===== config.mk =====
export PLATFORM = sky130hd
export DESIGN_NAME = fcore_input_gatherer
export DESIGN_NICKNAME = d
export VERILOG_FILES = /design/src/rtl/fcore_gatherer_pkg.sv /design/src/rtl/fcore_channel_map.sv /design/src/rtl/fcore_input_gatherer.sv
export SDC_FILE = /design/constraint.sdc
export NUM_CORES = 1
export LEC_CHECK = 0
export ABC_AREA = 1
export BUFFER_PORTS_ARGS = -buffer_cell sky130_fd_sc_hd__buf_4
export CAP_MARGIN = 10
export CORE_MARGIN = 2
export CORE_UTILIZATION = 59
export DETAILED_ROUTE_END_ITERATION = 12
export MAX_ROUTING_LAYER = met4
export PLACE_DENSITY_LB_ADDON = 0.12
export RECOVER_POWER = 50
export SKIP_LAST_GASP = 1
export SLEW_MARGIN = 10
export SYNTH_ARGS = -nofsm -noshare
export SYNTH_HDL_FRONTEND = slang
export SYNTH_SLANG_ARGS = --single-unit

===== constraint.sdc =====
create_clock -name clock -period 3.7 [get_ports clock]
set_input_delay 0 -clock clock [delete_from_list [all_inputs] [get_ports clock]]
set_output_delay 0 -clock clock [all_outputs]
set_load 0.005 [all_outputs]

===== src/rtl/fcore_gatherer_pkg.sv =====
// Shared types for the fCore input gatherer.
//   state_t      : round sequencing states (collect samples, fire start, wait for core)
//   map_entry_t  : one channel map entry {DMA address, round participation enable}
//   MAP_ADDR_WIDTH is the address width carried by a map entry; the top-level
//   ADDR_WIDTH parameter defaults to it and the two are expected to match.
package fcore_gatherer_pkg;

  localparam int MAP_ADDR_WIDTH = 8;

  typedef enum logic [1:0] {
    ST_COLLECT,
    ST_START,
    ST_RUN
  } state_t;

  typedef struct packed {
    logic [MAP_ADDR_WIDTH-1:0] addr;
    logic                      enable;
  } map_entry_t;

endpackage


===== src/rtl/fcore_channel_map.sv =====
// Channel map register file: channel id -> {DMA address, enable}.
// Ports:
//   clock, reset          : system clock, synchronous active-high reset
//   cfg_write/index/entry : write port; indices >= N_CHANNELS are ignored,
//                           new contents visible from the next cycle
//   rd_index              : combinational lookup key (stream channel id)
//   rd_entry              : entry addressed by rd_index (zero when out of range)
//   rd_sel                : one-hot of the matching entry (all zero when out of range)
//   enable_mask           : enable bit of every entry, bit i = entry i
module fcore_channel_map
  import fcore_gatherer_pkg::*;
#(
  parameter int N_CHANNELS = 8,
  parameter int CH_WIDTH   = 4
) (
  input  logic                  clock,
  input  logic                  reset,
  input  logic                  cfg_write,
  input  logic [CH_WIDTH-1:0]   cfg_index,
  input  map_entry_t            cfg_entry,
  input  logic [CH_WIDTH-1:0]   rd_index,
  output map_entry_t            rd_entry,
  output logic [N_CHANNELS-1:0] rd_sel,
  output logic [N_CHANNELS-1:0] enable_mask
);

  map_entry_t map_q [N_CHANNELS];

  // NOTE: the table is reset on purpose so a fresh round starts with every
  // channel disabled; this keeps it in flops rather than a RAM macro.
  always_ff @(posedge clock) begin
    if (reset) begin
      for (int i = 0; i < N_CHANNELS; i++) map_q[i] <= '0;
    end else if (cfg_write) begin
      // Comparing against every legal index drops out-of-range writes for free.
      for (int i = 0; i < N_CHANNELS; i++) begin
        if (cfg_index == CH_WIDTH'(i)) map_q[i] <= cfg_entry;
      end
    end
  end

  // NOTE: every output gets a default before the loop so no latch is inferred
  // when rd_index matches no entry.
  always_comb begin
    rd_entry    = '0;
    rd_sel      = '0;
    enable_mask = '0;
    for (int i = 0; i < N_CHANNELS; i++) begin
      enable_mask[i] = map_q[i].enable;
      if (rd_index == CH_WIDTH'(i)) begin
        rd_sel[i] = 1'b1;
        rd_entry  = map_q[i];
      end
    end
  end

endmodule


===== src/rtl/fcore_input_gatherer.sv =====
// Collects one sample per enabled channel from an AXI-stream source, writes
// each sample into the fCore DMA port at its mapped address, then pulses
// core_start and stalls the stream until the core reports completion.
// Ports:
//   clock, reset                     : system clock, synchronous active-high reset
//   s_data/s_dest/s_valid/s_ready    : sample stream (s_dest = channel id)
//   cfg_write/index/addr/enable      : channel map programming port
//   dma_valid/dma_addr/dma_data      : registered DMA write to the core
//   core_start                       : one-cycle start pulse after the last write
//   core_done                        : one-cycle completion pulse from the core
//   bad_dest                         : sticky flag, an out-of-range id was seen
module fcore_input_gatherer
  import fcore_gatherer_pkg::*;
#(
  parameter int DATA_WIDTH = 32,
  parameter int CH_WIDTH   = 4,
  parameter int N_CHANNELS = 8,
  parameter int ADDR_WIDTH = MAP_ADDR_WIDTH
) (
  input  logic                  clock,
  input  logic                  reset,
  input  logic [DATA_WIDTH-1:0] s_data,
  input  logic [CH_WIDTH-1:0]   s_dest,
  input  logic                  s_valid,
  output logic                  s_ready,
  input  logic                  cfg_write,
  input  logic [CH_WIDTH-1:0]   cfg_index,
  input  logic [ADDR_WIDTH-1:0] cfg_addr,
  input  logic                  cfg_enable,
  output logic                  dma_valid,
  output logic [ADDR_WIDTH-1:0] dma_addr,
  output logic [DATA_WIDTH-1:0] dma_data,
  output logic                  core_start,
  input  logic                  core_done,
  output logic                  bad_dest
);

  state_t                  state;
  logic [N_CHANNELS-1:0]   received;
  logic [N_CHANNELS-1:0]   received_next;
  logic [N_CHANNELS-1:0]   rd_sel;
  logic [N_CHANNELS-1:0]   enable_mask;
  map_entry_t              rd_entry;
  map_entry_t              cfg_entry;
  logic                    handshake;
  logic                    round_done;

  assign cfg_entry = '{addr: MAP_ADDR_WIDTH'(cfg_addr), enable: cfg_enable};
  assign handshake = s_valid & s_ready;

  fcore_channel_map #(
    .N_CHANNELS (N_CHANNELS),
    .CH_WIDTH   (CH_WIDTH)
  ) u_map (
    .clock       (clock),
    .reset       (reset),
    .cfg_write   (cfg_write),
    .cfg_index   (cfg_index),
    .cfg_entry   (cfg_entry),
    .rd_index    (s_dest),
    .rd_entry    (rd_entry),
    .rd_sel      (rd_sel),
    .enable_mask (enable_mask)
  );

  // Only enabled channels count towards the round; an empty mask never
  // completes, so the gatherer then just forwards samples indefinitely.
  always_comb begin
    received_next = received | (rd_entry.enable ? rd_sel : '0);
    round_done    = ((received_next & enable_mask) == enable_mask) && (|enable_mask);
  end

  // NOTE: all state here is sequential and uses non-blocking assignments so
  // every register samples the pre-edge values of the others.
  always_ff @(posedge clock) begin
    if (reset) begin
      state      <= ST_COLLECT;
      s_ready    <= 1'b0;
      received   <= '0;
      dma_valid  <= 1'b0;
      dma_addr   <= '0;
      dma_data   <= '0;
      core_start <= 1'b0;
      bad_dest   <= 1'b0;
    end else begin
      dma_valid  <= 1'b0;
      core_start <= 1'b0;
      case (state)
        ST_COLLECT: begin
          s_ready <= 1'b1;
          if (handshake) begin
            if (|rd_sel) begin
              // Disabled channels and duplicates are still written; the core
              // simply sees the most recent value.
              dma_valid <= 1'b1;
              dma_addr  <= ADDR_WIDTH'(rd_entry.addr);
              dma_data  <= s_data;
              received  <= received_next;
              if (round_done) begin
                state   <= ST_START;
                s_ready <= 1'b0;
              end
            end else begin
              bad_dest <= 1'b1;
            end
          end
        end
        ST_START: begin
          // Entered the cycle the last write is on the DMA port, so the
          // start pulse lands strictly after it.
          s_ready    <= 1'b0;
          core_start <= 1'b1;
          received   <= '0;
          state      <= ST_RUN;
        end
        ST_RUN: begin
          s_ready <= 1'b0;
          if (core_done) begin
            state   <= ST_COLLECT;
            s_ready <= 1'b1;
          end
        end
        default: begin
          state   <= ST_COLLECT;
          s_ready <= 1'b0;
        end
      endcase
    end
  end

endmodule


* Word level (Yosys, flattened, before mapping)
Memory sizes are Yosys's and may differ from the RTL's. Index checks and enable logic that the tools add are counted.
Storage, ports and cells: bits in writable memories 72, memory bits (read-only) 0, bits in registers 54, memories 1, input bits 54, output and inout bits 44, word-level logic and storage cells 130, latch bits 0
Cells by class: magnitude comparators 0, equal/unequal tests 21, $mul 0, mux-type cells 74, div/mod/pow operators 0, shift operators 0, reduce and logical (&&, ||, !) cells 12, add/subtract/negate cells 0, bitwise gates (word level) 14
Memory list:
- u_map.map_q | words 8, bits a word 9, read ports 8, clocked after Yosys merged registers in 0, wr ports 8, line fcore_channel_map.sv:27 | map_entry_t map_q [N_CHANNELS];
Operators with widths (count):
- $mux 9 | 16
- $mux 1 | 48
- $eq 4x3->1 const B | 8
- $mux 8 | 3
- $eq 4x2->1 const B | 4
- $pmux 8 s2 | 1
- $reduce_or 8->1 | 2
- $reduce_and 3->1 | 3
- $and 8x8->8 | 1
- $eq 4x1->1 const B | 2
- $eq 8x8->1 | 1
- $logic_not 4->1 | 2
- $mux 2 | 4
- $ne 2x2->1 const B | 4
- $or 1x1->1 | 8
- $or 8x8->8 | 1
- $pmux 2 s3 | 1
- $reduce_and 4->1 | 1
- $not 1->1 | 3
- $reduce_or 3->1 | 1
- $eq 2x1->1 const B | 1
- $eq 2x2->1 const B | 1
- $logic_not 2->1 | 1
- $pmux 1 s2 | 1
- 3 further kinds | 3

* Logic depth before layout (Yosys ltp)
depth after elaboration 18, depth in mapped cells 14, gate-level depth less buffers 14

* Cells and area by module
A second synthesis with hierarchy kept.
Second synthesis, totals: cell total of the unflattened synthesis 594, area total of the unflattened synthesis 5590.4 µm²
Modules (own cells, without submodules):
- fcore_channel_map | area an instance 3387.0 µm², cells each 320, times used 1
- fcore_input_gatherer | area an instance 2203.4 µm², cells each 274, times used 1

* Worst setup path after synthesis
Ideal clock, no wire load.
path type input port to flip-flop, start input port cfg_index[0], end memory u_map.map_q[0][0] in the netlist's numbering, enable pin, arrival 1.031 ns, setup slack 2.281 ns, path buffers 1, library setup time 0.387 ns, cell stages on the path 4, cell sequence clkbuf_1 nor2_1 inv_1 o21ai_0
RTL lines:
- start: declaration | line fcore_input_gatherer.sv:27 | input logic [CH_WIDTH-1:0] cfg_index,
- end: declaration | line fcore_channel_map.sv:27

==> results by group <==
Status
  • Status: finished, final reports clean

Worst setup path
  • Crit path buf inv count: 4
  • Crit path cell chain: dlygate4sd3_1 > clkbuf_1 > inv_1 > buf_4 > nand2_1 > nor2_1
  • Critical path depth: 6
  • Crit Path Category: primary input to register
  • Worst reg-to-reg path cell count: 7
  • Critical path's largest stage delay: between 0.8 and 0.9 ns
  • Req. time, crit path: 3.94 ns
  • CP max FO: 28
  • Crit path to: u_map.map_q[1][17]$_SDFFCE_PN0P_
  • Flop2flop setup slack: ~1.4 ns
  • Setup crit start kind: primary input
  • Reg2reg end: dma_data[20]$_SDFFE_PP0P_
  • Worst path slowest cell: clkbuf_1
  • CP arrival: around 3.0 ns
  • Reg2Reg Launch Point: s_ready$_SDFF_PP0_
  • Cell family with most CP delay: buffers and inverters
  • CP endpoint kind: register
  • CP startpoint: reset

STA
  • Hold Vio Cnt, Final: 0
  • Max Freq: about 0.36 GHz
  • Slew margin rel.: about a quarter
  • Tightest Pin Transition: 1.15 ns
  • Setup violators final: 0
  • Ratio of final minimum period to clock period: 75.2%
  • Clock Skews: 0.00853 ns
  • Slew Limit Fails: 0
  • Final setup TNS: 0 ns
  • Final worst slack: a little over 0.9 ns
  • Fin crit period: approximately 2.8 ns
  • Unrepaired setup endpoints after global routing: false

Clocking
  • CTS tree: yes
  • # Post-CTS Setup Buffers: 0
  • Worst-Skew Late Latency: approximately 0.51 ns
  • # H-tree levels: 4
  • CTS Buf Count: 17
  • CTS Buffer Depth: 2
  • Root Buffer Master: clkbuf_8
  • Clock Sink Count: 126
  • Clk slew on worst S/H paths: 0.06 ns

GRT
  • Initial antenna violation count: 1
  • First-pass GRT wire length: 22,200 um
  • Largest net degree at the start of global routing: 45
  • Number of global-route vias before repair: between 4k and 5k
  • Grt ovf: 0
  • Total GRT Usage: a little under a third

Pwr
  • P per Cell Area: around 500 nW/um^2
  • Maximum vdd drop: between 400 and 500 uV
  • Leak: around 3.0 nW

Finish
  • Register area: between 3000 and 4000 sq um
  • Final net count: between 700 and 800
  • Share of cells above drive strength 1: between 10% and 20%
  • Multi-input gate area: 1630 sq um
  • # fillers: 460
  • Area growth from synthesis to layout: 36.1%

Yosys
  • Syn Area/Cell: between 9 and 10 sq um
  • Syn nets: 619
  • Commonest cells post-synth: 157 x nor2_1, 94 x nand2_1, 72 x edfxtp_1
  • Sequential area share after synthesis: approximately 63%
  • Synthesized area: roughly 5000 sq um
  • Number of standard cells after synthesis: 565
  • Largest area contributor in the netlist: edfxtp_1
  • Top cell type's share of synthesized area: between 40% and 50%
  • Yosys warns: 0
  • EDFF count, synth: 72
  • Async set or reset register ratio after synthesis: 0%
  • Synth Register Bits: 126
  • Synth cell types: 30
  • Top-count cell post-synth: nor2_1
  • Top cells by area, synth: edfxtp_1 42%, dfxtp_1 21%, nor2_1 12%
  • Ys flop type: edfxtp_1

Floorplanning
  • CORE AREA: about 8300 sq um
  • Die height: about 97 um
  • Die area: approximately 9400 sq um
  • FP Rows: 33
  • Die X-Extent: slightly below 100 um
  • Initial Utilization: between 60% and 70%
  • IO Pins: between 90 and 100

Routing
  • Wirelength, routed: 14,000 um
  • Post-route ant nets: 0
  • Residual DRC: 0
  • Initial drt markers: roughly 370
  • DR vias: about 4.6k
  • Router iterations before antenna repair: 6
  • Wire per inst: ~17 um
  • Vias per cell: 5.56

Run
  • Max cap viols: 0

Min path
  • Hold path start: s_dest[1]
  • Class of the worst hold path: primary input to register

Place
  • Setup slack at placement: roughly 1.6 ns
  • Post-DP HPWL: 8510 um
  • I/O Buffers: 97
  • Gpl congestion: approximately 0.88
-- power by group --
| group | leakage, nW | switching (mW) | internal [mW] |
|---|---|---|---|
| clock | 0.289 | 0.644 | 0.986 |
| combinational | 1.56 | 0.151 | 0.125 |
| sequential | 1.13 | 0.0332 | 1.56 |
-- worst reg2reg max path, stage by stage, from the launching register on --
cell and delay (ns):
dfxtp_1 0.34, nand2_1 0.05, nor2_1 0.12, inv_1 0.12, nor2_4 0.66, inv_2 0.51, nor2_1 0.31, nor2_1 0.07
-- area by class of cell --
| type | instances | share of cell area, % |
|---|---|---|
| inverters | 48 | 2.60 |
| well taps | 105 | 1.89 |
| clock buffers | 20 | 6.72 |
| diodes | 1 | 0.0359 |
| repair buffers | 148 | 17.1 |
| flip-flops and latches | 126 | 46.6 |
| multi-input cells | 376 | 23.4 |
| clock inverters | 12 | 1.78 |
-- what timing repair did --
action | CTS | global route
hold buffers | 47 | 0
hold endpoints to repair | 109 | 0
resized for setup | 0 | 0
-- cell families after synthesis --
kind of cell	share of synthesized area, %
flops	63.4
simple gates	23.8
buf+inv	4.82
compound gates	7.97
-- cell usage in the layout (no fill, tap or decap), drive strengths merged --
cell type	count
a31oi	4
nor4	2
or2	3
clkinvlp	1
dlygate4sd3	47
clkbuf	70
nor2	160
a21oi	20
clkinv	9
edfxtp	72
bufinv	1
o21bai	2
nor3	4
nor3b	1
a211oi	1
o21ai	52
diode	1
buf	51
nand3b	2
dfxtp	54
nand3	20
inv	49
nand2	95
nand4	10
-- registers in the layout (all words and copies together), names as in the netlist --
name         flops
bad_dest         1
core_start       1
dma_addr         8
dma_data        32
dma_valid        1
received         8
s_ready          1
state            2
u_map.map_q     72
-- routing by layer --
metal	share of wire (%)	track usage, %	vias to the layer above
met5	0	-	-
met4	3.5	13.5	0
met3	7.0	7.41	50
met2	52	53.4	257
met1	38	34.3	2166
li1	-	-	2171
-- through the flow --
| stage | power (mW) | util [%] | instance area (sq um) | hold slack, ns | std cells |
|---|---|---|---|---|---|
| after floorplan | 1.72 | - | 5120 | 0.135 | 565 |
| after global placement | 1.84 | 71.5 | 5930 | 0.221 | 755 |
| after detailed placement | 1.85 | 71.6 | 5940 | 0.228 | 756 |
| after CTS | 3.49 | 84.4 | 7000 | 0.00735 | 835 |
| after global routing | 3.60 | 83.9 | 6970 | 0.0433 | 836 |
| final | 3.50 | 83.9 | 6970 | 0.0255 | 836 |
-- how the worst min path moves through the flow --
| stage | depth (start not counted) | end | slack, ns |
|---|---|---|---|
| after floorplan | 2 | dma_data[0]$_SDFFE_PP0P_ | 0.13 |
| after global placement | 3 | dma_data[31]$_SDFFE_PP0P_ | 0.22 |
| after detailed placement | 3 | dma_data[16]$_SDFFE_PP0P_ | 0.23 |
| final | 5 | received[5]$_SDFFE_PP0P_ | 0.03 |
| after global routing | 5 | received[5]$_SDFFE_PP0P_ | 0.04 |
| after CTS | 5 | received[5]$_SDFFE_PP0P_ | 0.007 |
No activity file was read; power rests on OpenSTA's default activity.
